[config.mk]
export PLATFORM = sky130hd
export DESIGN_NAME = msgpass_addr_gen
export DESIGN_NICKNAME = d
export VERILOG_FILES = /design/src/rtl/msgPass_config_pkg.sv /design/src/rtl/msgPass_addr_inc.sv /design/src/rtl/msgpass_addr_gen.sv
export SDC_FILE = /design/constraint.sdc
export NUM_CORES = 1
export LEC_CHECK = 0
export CAP_MARGIN = 5
export CORE_MARGIN = 2
export CORE_UTILIZATION = 25
export CTS_BUF_LIST = sky130_fd_sc_hd__clkbuf_16
export CTS_CLUSTER_SIZE = 40
export DETAILED_ROUTE_END_ITERATION = 8
export PLACE_DENSITY = 0.46
export SETUP_SLACK_MARGIN = 0.05
export SLEW_MARGIN = 30
export SYNTH_ARGS = -nofsm -noshare
export SYNTH_HDL_FRONTEND = slang
export SYNTH_SLANG_ARGS = --single-unit
export TNS_END_PERCENT = 20
[constraint.sdc]
create_clock -name sys_clk -period 2.88 [get_ports sys_clk]
set_input_delay 0.288 -clock sys_clk [delete_from_list [all_inputs] [get_ports sys_clk]]
set_output_delay 0.288 -clock sys_clk [all_outputs]
set_load 0.1 [all_outputs]
[src/rtl/msgPass_config_pkg.sv]
// Shared configuration for the message-passing buffer address generator.
// Combinational definitions only (no latency, no flow control).
package msgPass_config_pkg;

    localparam int MSGPASS_BUFF_ADDR_WIDTH    = 7;
    localparam int MSGPASS_ADDR_GEN_CNT_WIDTH = 8;
    localparam int INCREMENT_SRC_NUM          = 3;
    localparam int INCREMENT_SRC_SEL_WIDTH    = $clog2(INCREMENT_SRC_NUM);

    typedef enum logic [1:0] {
        IDLE  = 2'd0,
        ISSUE = 2'd1,
        DONE  = 2'd2
    } msgPass_addr_gen_state_e;

    typedef enum logic [INCREMENT_SRC_SEL_WIDTH-1:0] {
        INC_ONE    = 0,
        INC_STRIDE = 1,
        INC_SHIFT  = 2
    } inc_src_e;

endpackage

[src/rtl/msgPass_addr_inc.sv]
// Increment source mux plus (ADDR_WIDTH+1)-bit adder: next address and carry.
// Latency: purely combinational.
// Backpressure: none; the caller decides when the result is consumed.
module msgPass_addr_inc
    import msgPass_config_pkg::*;
#(
    parameter int          ADDR_WIDTH = MSGPASS_BUFF_ADDR_WIDTH,
    parameter int unsigned SRC_NUM    = INCREMENT_SRC_NUM
) (
    input  logic [ADDR_WIDTH-1:0]              addr_i,
    input  logic [INCREMENT_SRC_SEL_WIDTH-1:0] sel_i,
    input  logic [ADDR_WIDTH-1:0]              stride_i,
    input  logic [ADDR_WIDTH-1:0]              shift_i,
    output logic [ADDR_WIDTH-1:0]              next_addr_o,
    output logic                               carry_o
);

    logic [ADDR_WIDTH-1:0] inc;
    logic [ADDR_WIDTH:0]   sum;

    // Codes at or beyond SRC_NUM fall back to a unit step.
    always_comb begin
        inc = ADDR_WIDTH'(1);
        if (32'(sel_i) < SRC_NUM) begin
            case (sel_i)
                INC_STRIDE: inc = stride_i;
                INC_SHIFT:  inc = shift_i;
                default:    inc = ADDR_WIDTH'(1);
            endcase
        end
    end

    assign sum         = {1'b0, addr_i} + {1'b0, inc};
    assign next_addr_o = sum[ADDR_WIDTH-1:0];
    assign carry_o     = sum[ADDR_WIDTH];

endmodule

[src/rtl/msgpass_addr_gen.sv]
// Burst address generator for the message-passing buffer; wrap_o only with MSGPASS_ADDR_GEN_WRAP_CHK_EN.
// Latency: first address one cycle after an accepted start, then one per handshake; done one cycle after the last.
// Backpressure: addr_o/last_o hold while addr_valid_o is high and addr_ready_i is low; start ignored while busy.
module msgpass_addr_gen
    import msgPass_config_pkg::*;
#(
    parameter int          ADDR_WIDTH = MSGPASS_BUFF_ADDR_WIDTH,
    parameter int          CNT_WIDTH  = MSGPASS_ADDR_GEN_CNT_WIDTH,
    parameter int unsigned SRC_NUM    = INCREMENT_SRC_NUM
) (
    input  logic                               sys_clk,
    input  logic                               rstn,
    input  logic                               start_i,
    input  logic [ADDR_WIDTH-1:0]              base_addr_i,
    input  logic [CNT_WIDTH-1:0]               burst_len_i,
    input  logic [INCREMENT_SRC_SEL_WIDTH-1:0] inc_src_sel_i,
    input  logic [ADDR_WIDTH-1:0]              stride_i,
    input  logic [ADDR_WIDTH-1:0]              shift_i,
    input  logic                               addr_ready_i,
    output logic [ADDR_WIDTH-1:0]              addr_o,
    output logic                               addr_valid_o,
    output logic                               last_o,
    output logic                               busy_o,
    output logic                               done_o
`ifdef MSGPASS_ADDR_GEN_WRAP_CHK_EN
    ,
    output logic                               wrap_o
`endif
);

    msgPass_addr_gen_state_e state_q, state_d;
    logic [ADDR_WIDTH-1:0]              addr_q, addr_d;
    logic [CNT_WIDTH-1:0]               rem_q, rem_d;
    logic [INCREMENT_SRC_SEL_WIDTH-1:0] sel_q, sel_d;
    logic [ADDR_WIDTH-1:0]              stride_q, stride_d;
    logic valid_q, valid_d;
    logic last_q, last_d;
    logic busy_q, busy_d;
    logic done_q, done_d;

    logic                  hs;
    logic                  start_acc;
    logic                  step;
    logic [ADDR_WIDTH-1:0] next_addr;
    logic                  inc_carry;

    msgPass_addr_inc #(
        .ADDR_WIDTH (ADDR_WIDTH),
        .SRC_NUM    (SRC_NUM)
    ) u_inc (
        .addr_i      (addr_q),
        .sel_i       (sel_q),
        .stride_i    (stride_q),
        .shift_i     (shift_i),
        .next_addr_o (next_addr),
        .carry_o     (inc_carry)
    );

    assign hs = valid_q & addr_ready_i;

    always_comb begin
        state_d   = state_q;
        addr_d    = addr_q;
        rem_d     = rem_q;
        sel_d     = sel_q;
        stride_d  = stride_q;
        start_acc = 1'b0;
        step      = 1'b0;
        case (state_q)
            IDLE: begin
                if (start_i) begin
                    start_acc = 1'b1;
                    addr_d    = base_addr_i;
                    rem_d     = burst_len_i;
                    sel_d     = inc_src_sel_i;
                    stride_d  = stride_i;
                    state_d   = (burst_len_i == '0) ? DONE : ISSUE;
                end
            end
            ISSUE: begin
                if (hs) begin
                    if (rem_q == CNT_WIDTH'(1)) begin
                        state_d = DONE;
                    end else begin
                        step   = 1'b1;
                        addr_d = next_addr;
                        rem_d  = rem_q - CNT_WIDTH'(1);
                    end
                end
            end
            DONE:    state_d = IDLE;
            default: state_d = IDLE;
        endcase
        // Output flops are loaded from the next state so every output is a register.
        valid_d = (state_d == ISSUE);
        last_d  = valid_d && (rem_d == CNT_WIDTH'(1));
        busy_d  = (state_d != IDLE);
        done_d  = (state_d == DONE);
    end

    always_ff @(posedge sys_clk or negedge rstn) begin
        if (!rstn) begin
            state_q  <= IDLE;
            addr_q   <= '0;
            rem_q    <= '0;
            sel_q    <= '0;
            stride_q <= '0;
            valid_q  <= 1'b0;
            last_q   <= 1'b0;
            busy_q   <= 1'b0;
            done_q   <= 1'b0;
        end else begin
            state_q  <= state_d;
            addr_q   <= addr_d;
            rem_q    <= rem_d;
            sel_q    <= sel_d;
            stride_q <= stride_d;
            valid_q  <= valid_d;
            last_q   <= last_d;
            busy_q   <= busy_d;
            done_q   <= done_d;
        end
    end

    assign addr_o       = addr_q;
    assign addr_valid_o = valid_q;
    assign last_o       = last_q;
    assign busy_o       = busy_q;
    assign done_o       = done_q;

`ifdef MSGPASS_ADDR_GEN_WRAP_CHK_EN
    logic wrap_q;

    always_ff @(posedge sys_clk or negedge rstn) begin
        if (!rstn) begin
            wrap_q <= 1'b0;
        end else if (start_acc) begin
            wrap_q <= 1'b0;
        end else if (step && inc_carry) begin
            wrap_q <= 1'b1;
        end
    end

    assign wrap_o = wrap_q;
`else
    logic wrap_unused;
    assign wrap_unused = start_acc & step & inc_carry;
`endif

endmodule

==> run_results.csv, run 1 <==
group,metric,value,unit
status,outcome,"finished clean",
pwr,internal_power,0.00174,W
drt,wl,5.17,mm
timing,slew_headroom,61.2,%
clock_tree,clock-sinks,30,
pwr,share_comb_of_total_power,60.5,%
synthesis,syn-num-nets,248,
drt,wl_per_cell,14.6,um
synthesis,yosys_warnings,0,
synthesis,syn_inst,201,
die,ios,46,
drt,dr.pass1.iters,4,
synthesis,synthTopCellsByArea,"dfrtp_1, ha_1, nand2_1",
pwr,irDropWorstVdd,0.329,mV
synthesis,yosysMostFrequentCell,"dfrtp_1",
die,start_util,26.0,%
pwr,switching_share,47.3,%
worst_setup_path,startpoint_type,"flip-flop",
synthesis,synth_common_cells,"dfrtp_1, nand2_1, nor2_1",
timing,fin_crit,2830,ps
clock_tree,htreeDepth,2,
timing,max_clock_freq,353,MHz
global_route,grt_pass1_vias,1640,
final_layout,antenna_cells,0,
global_route,grt_max_degree,31,
synthesis,synth_top_area_share,39.3,%
drt,vias_per_cell,4.82,
pwr,p_seq_share,25.0,%
placed_design,io_buffers,45,
placed_design,dp_hpwl,3.99,mm
final_layout,fin_util,36.5,%
final_layout,area_delta_synth_final,40.0,%
global_route,grt_pass1_wl,8.33,mm
synthesis,ys_async_sr_fraction,100,%
clock_tree,cts_buffer_depth,2,
synthesis,ys_types,51,
die,rows,31,
synthesis,synth_largest_area_cell,"dfrtp_1",
timing,tightest_slew,577,ps
die,die_area,0.00835,mm^2
pwr,p_total,0.00330,W
drt,drt_drc_violations_left,0,
die,core,0.00733,mm^2
die,fp.dieW,91.4,um
pwr,power.static_leakage,1.11,nW
final_layout,fin_nets,304,
drt,ant_nets,0,
drt,drt_iter0_markers,155,
final_layout,drive_above_1_share,18.8,%
drt,num_vias,1711,
die,die_y,91.4,um
timing,finalClockSkew,8.71,ps
worst_setup_path,worstPathRequired,3080,ps
min_path,hp-class,"input port to async pin",
synthesis,synthFlopType,"dfrtp_1",
worst_setup_path,end_kind,"flip-flop",
pwr,clockPowerShare,14.5,%
synthesis,synth_edf_count,0,
clock_tree,clk_latency,270,ps
timing,hold_viol_final,0,
placed_design,gp_congestion,0.865,
worst_setup_path,critPathArrivalTime,3030,ps
clock_tree,cts_tree,"yes",
synthesis,avgSynthCellArea,9.50,um^2
global_route,grt.overflow.total,0,
timing,post-route-period-util,98.4,%
worst_setup_path,critPathMaxFanout,3,
global_route,antenna_found_initial,0,
clock_tree,path_clk_slew,50,ps
timing,finalSetupViolCount,0,
timing,rsz0062_at_grt,"yes",
synthesis,synth_area,0.00191,mm^2
clock_tree,cts_buffers,5,
global_route,grt_usage,12.7,%
synthesis,ys_seq_area_share,39.3,%
pwr,power_switching,0.00156,W
worst_setup_path,critPathKind,"flip-flop to flip-flop",
timing,drv_slew,0,
job,cap_violations,0,
pwr,cellPowerDensity,1240,mW/mm^2
synthesis,ys_ff_latch,30,
clock_tree,root_buffer,"clkbuf_16",
## per-layer routing
metal  global-route usage (%)  share of wire (%)
met5                        0                  0
met4                     4.67                1.5
met1                     18.8                 50
met3                     2.49                3.9
met2                     18.1                 45
## worst max-delay path, cell delays in order (launching register included)
cell and delay, ps:
dfrtp_1 440, ha_4 230, or2_1 220, a221o_1 300, ha_2 200, fa_2 420, a211oi_2 250, o21bai_1 90
a21oi_1 150, xor2_1 200, o22ai_1 110, a2bb2oi_1 150
## kinds of logic (layout without fill, tap and decap cells)
family                     count (synthesis)  after routing  share of synthesized area (%)
and+or+nand+nor                           73             73                           20.6
AOI/OAI and AO/OA                         58             58                           20.9
DFF                                       30             30                           39.3
buffers and inverters                     14             69                           3.28
adders and majority gates                 12             12                           8.26
muxes                                     11             11                           6.29
xor gates and xnor gates                   3              3                           1.38
## power by group through the flow
stage	sequential [W]	clock [W]	combinational [W]
2_1_floorplan	0.00118	0	0.00110
3_3_place_gp	0.000826	0	0.00193
3_5_place_dp	0.000825	0	0.00193
4_1_cts	0.000818	0.000492	0.00194
5_1_grt	0.000856	0.000518	0.00219
6_report	0.000825	0.000478	0.00200
## layout make-up
| class | count | area [um^2] |
|---|---|---|
| Tap cell | 99 | 124 |
| Fill cell | 728 | 4660 |
| Clock inverter | 1 | 3.75 |
| Inverter | 6 | 22.5 |
| Timing Repair Buffer | 57 | 517 |
| Clock buffer | 5 | 125 |
| Multi-Input combinational cell | 157 | 1130 |
| Sequential cell | 30 | 751 |
## path summary, 6_finish.rpt
kind	cells past startpoint	end	slack [ps]	startpoint
max	11	addr_o[6]	50	sel_q[1]
max in group asynchronous	2	rem_q[7]	2170	rstn
min in group sys_clk	1	stride_q[0]	500	stride_q[0]
min	2	addr_o[5]	410	rstn
max reg2reg	11	addr_o[6]	50	sel_q[1]
min reg2reg	1	stride_q[0]	500	stride_q[0]
## flip-flops by register name (all words and copies together), names as in the netlist
| signal | flops |
|---|---|
| rem_q | 8 |
| addr_o | 7 |
| stride_q | 7 |
| sel_q | 2 |
| state_q | 2 |
| addr_valid_o | 1 |
| busy_o | 1 |
| done_o | 1 |
| last_o | 1 |
## layout by cell type, fill, tap and decap left out, drive strengths merged, types with 6 or more instances in the layout
cell	instances
o21ai	8
clkdlybuf4s50	34
buf	23
a21oi	11
inv	6
nor2	21
a22oi	7
nand2	21
mux2	8
dfrtp	30
ha	11
## per-stage QoR
step	setup WS, ps	TNS, ps	hold slack [ps]	area [um^2]	instances
after floorplan	65.3	0	-7.59	1920	201
after global placement	116	0	486	2490	346
after detailed placement	52.0	0	487	2490	346
after CTS	53.4	0	435	2620	352
after global routing	-98.7	-98.7	478	2670	355
final	46.2	0	413	2670	355
## what timing repair did
action,4_1_cts,5_1_grt
hold buffers,0,0
setup endpoints to repair,0,1
setup buffers,0,3
resized for setup,0,6
Note: power is estimated with default switching activity, not from simulation.
==> run 2: changes to the inputs <==
--- a/config.mk
+++ b/config.mk
@@ -11,6 +11,8 @@
 export CTS_BUF_LIST = sky130_fd_sc_hd__clkbuf_16
 export CTS_CLUSTER_SIZE = 40
 export DETAILED_ROUTE_END_ITERATION = 8
+export GPL_ROUTABILITY_DRIVEN = 0
+export MAX_ROUTING_LAYER = met4
 export PLACE_DENSITY = 0.46
 export SETUP_SLACK_MARGIN = 0.05
 export SLEW_MARGIN = 30
==> run_results.csv, run 2 (synthesized netlist as in run 1, its figures left out) <==
group,metric,value,unit
clock_tree,cts_buffer_depth,2,
timing,hold_viol_final,0,
global_route,grt_usage,13.1,%
clock_tree,root_buffer,"clkbuf_16",
worst_setup_path,path_cells,"ha_4 > or2_1 > a221o_1 > ha_2 > fa_2 > a211oi_2 > o21bai_1 > a21oi_1 > xor2_1 > o22ai_1 > a2bb2oi_1",
status,outcome,"finished clean",
drt,dr.pass1.iters,4,
timing,fin_crit,2830,ps
worst_setup_path,cpMaxStageDelayCell,"dfrtp_1",
die,die_area,0.00835,mm^2
placed_design,dp_slack,52.0,ps
min_path,hp-class,"input port to async pin",
final_layout,largest_reg_flops,8,
drt,vias_per_cell,4.87,
clock_tree,clock-sinks,30,
drt,drt_iter0_markers,182,
worst_setup_path,crit_family,"compound AO/OA/AOI/OAI gates",
global_route,grt_pass1_vias,1633,
drt,num_vias,1728,
worst_setup_path,critPathArrivalTime,3030,ps
worst_setup_path,path_buf_inv,0,
die,start_util,26.0,%
pwr,cellPowerDensity,1240,mW/mm^2
placed_design,dp_hpwl,3.99,mm
final_layout,antenna_cells,0,
placed_design,io_buffers,45,
worst_setup_path,end_kind,"flip-flop",
timing,tightest_slew,597,ps
clock_tree,clk_latency,270,ps
job,cap_violations,0,
timing,rsz0062_at_grt,"yes",
timing,finalClockSkew,8.74,ps
worst_setup_path,critPathKind,"flip-flop to flip-flop",
die,rows,31,
timing,setup_slack,46.6,ps
worst_setup_path,startpoint_type,"flip-flop",
final_layout,final_cell_mix,"clkdlybuf4s50_1, dfrtp_1, buf_4",
worst_setup_path,critical_path.max_stage_delay,440,ps
drt,wl_per_cell,14.6,um
drt,drt-met1-wl,2.58,mm
die,fp.dieW,91.4,um
worst_setup_path,critPathMaxFanout,3,
global_route,grt_max_degree,31,
placed_design,placed_area,0.00249,mm^2
worst_setup_path,worstPathRequired,3080,ps
final_layout,final_area,0.00267,mm^2
final_layout,top_register,"rem_q",
die,core,0.00733,mm^2
timing,finalSetupViolCount,0,
clock_tree,cts_tree,"yes",
timing,drv_slew,0,
clock_tree,htreeDepth,2,
final_layout,area_delta_synth_final,40.0,%
drt,wl_met3,181,um
final_layout,drive_above_1_share,18.8,%
timing,slew_headroom,59.9,%
drt,dr_wl_met2,2.33,mm
die,die_y,91.4,um
timing,post-route-period-util,98.4,%
timing,max_clock_freq,353,MHz
global_route,grt.overflow.total,0,
global_route,antenna_found_initial,0,
clock_tree,path_clk_slew,50,ps
drt,ant_nets,0,
pwr,irDropWorstVdd,0.329,mV
pwr,power.static_leakage,1.11,nW
global_route,grt_pass1_wl,8.34,mm
final_layout,fin_nets,304,
die,ios,46,
final_layout,mostFrequentLayoutCell,"clkdlybuf4s50_1",
drt,maxUsedRoutingLayer,"met4",
clock_tree,cts_buffers,5,
drt,wl,5.18,mm
drt,drt_drc_violations_left,0,
[run 2: cell counts in the layout (fill, tap and decap cells not counted)]
No cell type changed its count.
[run 2: per-layer routing]
metal	track usage, %	vias up
li1	-	852
met1	18.9	831
met2	18.1	36
met3	2.57	9
met4	4.67	0
met5	-	-
[run 2: through the flow]
| stage | utilization (%) | setup TNS [ps] | std cells | power [W] | hold slack [ps] |
|---|---|---|---|---|---|
| after floorplan | - | 0 | 201 | 0.00227 | -7.59 |
| after global placement | 34.0 | 0 | 346 | 0.00276 | 486 |
| after detailed placement | 34.0 | 0 | 346 | 0.00275 | 487 |
| after CTS | 35.7 | 0 | 352 | 0.00325 | 435 |
| after global routing | 36.5 | -98.7 | 355 | 0.00356 | 476 |
| final | 36.5 | 0 | 355 | 0.00330 | 413 |
[run 2: power breakdown]
group / leakage [nW] / switching (W) / internal [W]
registers: 0.355 / 0.000215 / 0.000610
logic: 0.695 / 0.00118 / 0.000825
clock network: 0.0632 / 0.000173 / 0.000306
total: 1.11 / 0.00156 / 0.00174
[run 2: timing repair]
item	4_1_cts	5_1_grt
gates resized for setup	0	6
hold buffers	0	0
setup buffers	0	3
endpoints found under the setup margin	0	1
[run 2: path summary, 6_finish.rpt]
check | from | to | slack, ps | cells after the start
max in group asynchronous | rstn | rem_q[7] | 2170 | 2
min in group sys_clk | stride_q[0] | stride_q[0] | 500 | 1
setup / recovery | sel_q[1] | addr_o[6] | 50 | 11
hold reg to reg | stride_q[0] | stride_q[0] | 500 | 1
setup reg to reg | sel_q[1] | addr_o[6] | 50 | 11
hold / removal | rstn | addr_o[5] | 410 | 2
[run 2: layout make-up]
cell class,count,area [um^2]
clock inverter,1,3.75
inverter,6,22.5
sequential,30,751
multi-input combinational,157,1130
clock buffer,5,125
timing repair buffer,57,517
fill,728,4660
tap,99,124
==> variant (flow settings as in run 1) <==
Encoding of `msgPass_addr_gen_state_e`: now one-hot (3 bits for 3 states).
--- a/src/rtl/msgPass_config_pkg.sv
+++ b/src/rtl/msgPass_config_pkg.sv
@@ -8,8 +8,8 @@
     localparam int INCREMENT_SRC_SEL_WIDTH    = $clog2(INCREMENT_SRC_NUM);
 
-    typedef enum logic [1:0] {
-        IDLE  = 2'd0,
-        ISSUE = 2'd1,
-        DONE  = 2'd2
+    typedef enum logic [2:0] {
+        IDLE  = 3'b001,
+        ISSUE = 3'b010,
+        DONE  = 3'b100
     } msgPass_addr_gen_state_e;
 
Function: no difference found for any inputs over 4 cycles, from zero or initial values and one cycle with rstn low; so few cycles prove little.
==> variant against run 1 <==
The flow now finishes with violations (negative setup slack); area after synthesis grew 3.1%; sequential power grew 1%; final area grew 3.9%; die area grew 3.0%; via count grew 5.2%; routed wire length grew 9.8%; final cell count grew 8.2%; worst setup slack lost 0.12 ns; sequential share of layout area shrank 0.12 points; sequential cell count grew 1; power grew 1.1%.
==> variant: results (changes against run 1) <==
[timing]
finalWorstSetupSlack_ns=-0.0761  ; -0.122 ns
totalNegativeSetupSlack_ns=-0.0761  ; -0.0761 ns
relSlewSlack=0.631  ; +0.0191
setup_viol=1  ; +1
finClkSkew_ns=0.00280  ; -0.00591 ns

[grt]
antenna_found_initial=0  ; unchanged
grt_pass1_wl_um=9290  ; +12%
grt_max_degree=32  ; +3.2%
grtUsageMet3=0.0269  ; +0.00195
grt_usage=0.140  ; +0.0127
grt_util_met2=0.218  ; +0.0370
grtUsageMet1=0.195  ; +0.00730

[placed_design]
placed_area_sq_um=2580  ; +3.6%
gp_congestion=0.803  ; -7.1%
dp.final_hpwl_um=4310  ; +8.1%
dpl.cell_count=372  ; +7.5%
dpl_worst_slack_ns=-0.116  ; -0.168 ns

[worst_setup_path]
path_max_fanout=3  ; unchanged
max_stage_delay_ns=0.40  ; -0.04 ns
worstRegToRegCells=12  ; +1
setup.worst_path.class=reg -> reg
crit_family=compound AO/OA/AOI/OAI gates
r2r_end=addr_o[6]
worstPathArrival_ns=3.12  ; +0.09 ns
worstSetupStartpoint=sel_q[0]

[detailed_routing]
drt-wirelength-per-cell_um=14.8  ; +1.5%
num_vias=1800  ; +5.2%
drt-met1-wl_um=2810  ; +9.8%
first_pass_iters=4  ; unchanged
routed-wl-met2_um=2610  ; +12%
drtIter0Drc=90  ; -42%
top_layer_used=met4
wl_met3_um=174  ; -13%

[power]
p_leak_nw=1.21  ; +8.8%
ir_drop_v=0.000286  ; -13%

[clock_tree]
cts-root-buf=clkbuf_16
cts.clk_slew.worst_paths_ns=0.06
cts_buffer_depth=2  ; unchanged
htree_levels=2  ; unchanged
numCtsBuffers=5  ; unchanged

[yosys]
netlist_top_cells_count=nand2_1, dfrtp_1, nor2_1
synth_cell_types=53  ; +3.9%
synthFlopType=dfrtp_1
yosysSeqAreaShare=0.395  ; +0.00135
yosysWarnings=0  ; unchanged
syn_nets=270  ; +8.9%
synth_area_leaders=dfrtp_1, nand2_1, ha_1
avgSynthCellArea_sq_um=8.83  ; -7.0%

[outcome]
violations=negative setup slack
status=finished, violations left

[layout]
instances_no_fill=384  ; +8.2%
drive_above_1_share=0.170  ; -0.0173
largest_reg_flops=8  ; unchanged
nNetsFinal=328  ; +7.9%
diodes=0  ; unchanged
n_fill_cell=807  ; +11%

-- variant: cell types whose count changed after synthesis, moves of 3 or more --
cell and delta:
and2_1 +3, nor2_1 -3, nor3_1 +4, a31oi_1 -5, o21ai_1 +11, a21oi_1 +5
buf_4 +3, a221o_1 -4, nand2_1 +22, o22ai_1 -5, mux2_2 -6, o21ai_0 -3
-- variant: area by class of cell --
type                            count  area (sq um)  area share
Clock inverter                      3          20.0     0.00720
Clock buffer                        5           125      0.0450
Inverter                            7          26.3     0.00946
Multi-Input combinational cell    176          1170       0.420
Tap cell                          102           128      0.0459
Timing Repair Buffer               60           536       0.193
Sequential cell                    31           777       0.280
-- variant: logic make-up (layout without fill, tap and decap cells) --
logic type | count (synthesis) | count (layout) | synth area share
adder cells (fa/ha/maj) | 12 | 12 | 0.0801
AO/OA/AOI/OAI | 61 | 61 | 0.205
flip-flops | 31 | 31 | 0.395
multiplexers | 5 | 5 | 0.0254
AND/OR/NAND/NOR | 94 | 94 | 0.241
buffers and inverters | 16 | 75 | 0.0368
XOR/XNOR | 4 | 4 | 0.0178
-- variant: metrics by stage --
stage | power (mW) | hold WS (ns)
finish | 3.34 | 0.408
global route | 3.60 | 0.460
CTS | 3.33 | 0.425
detailed placement | 2.75 | 0.468
global placement | 2.75 | 0.458
floorplan | 2.23 | -0.00759
-- variant: repair_timing --
action | 4_1_cts | 5_1_grt
pin swaps | 2 | 2
gates resized for setup | 2 | 2
hold buffers | 0 | 0
setup endpoints to repair | 1 | 2
setup buffers | 2 | 2
-- variant: power breakdown --
group / switching (mW) / total, mW / internal (mW) / leakage [nW]
sequential: 0.197 / 0.834 / 0.636 / 0.385
combinational: 1.25 / 1.97 / 0.728 / 0.761
clock: 0.214 / 0.532 / 0.318 / 0.0658
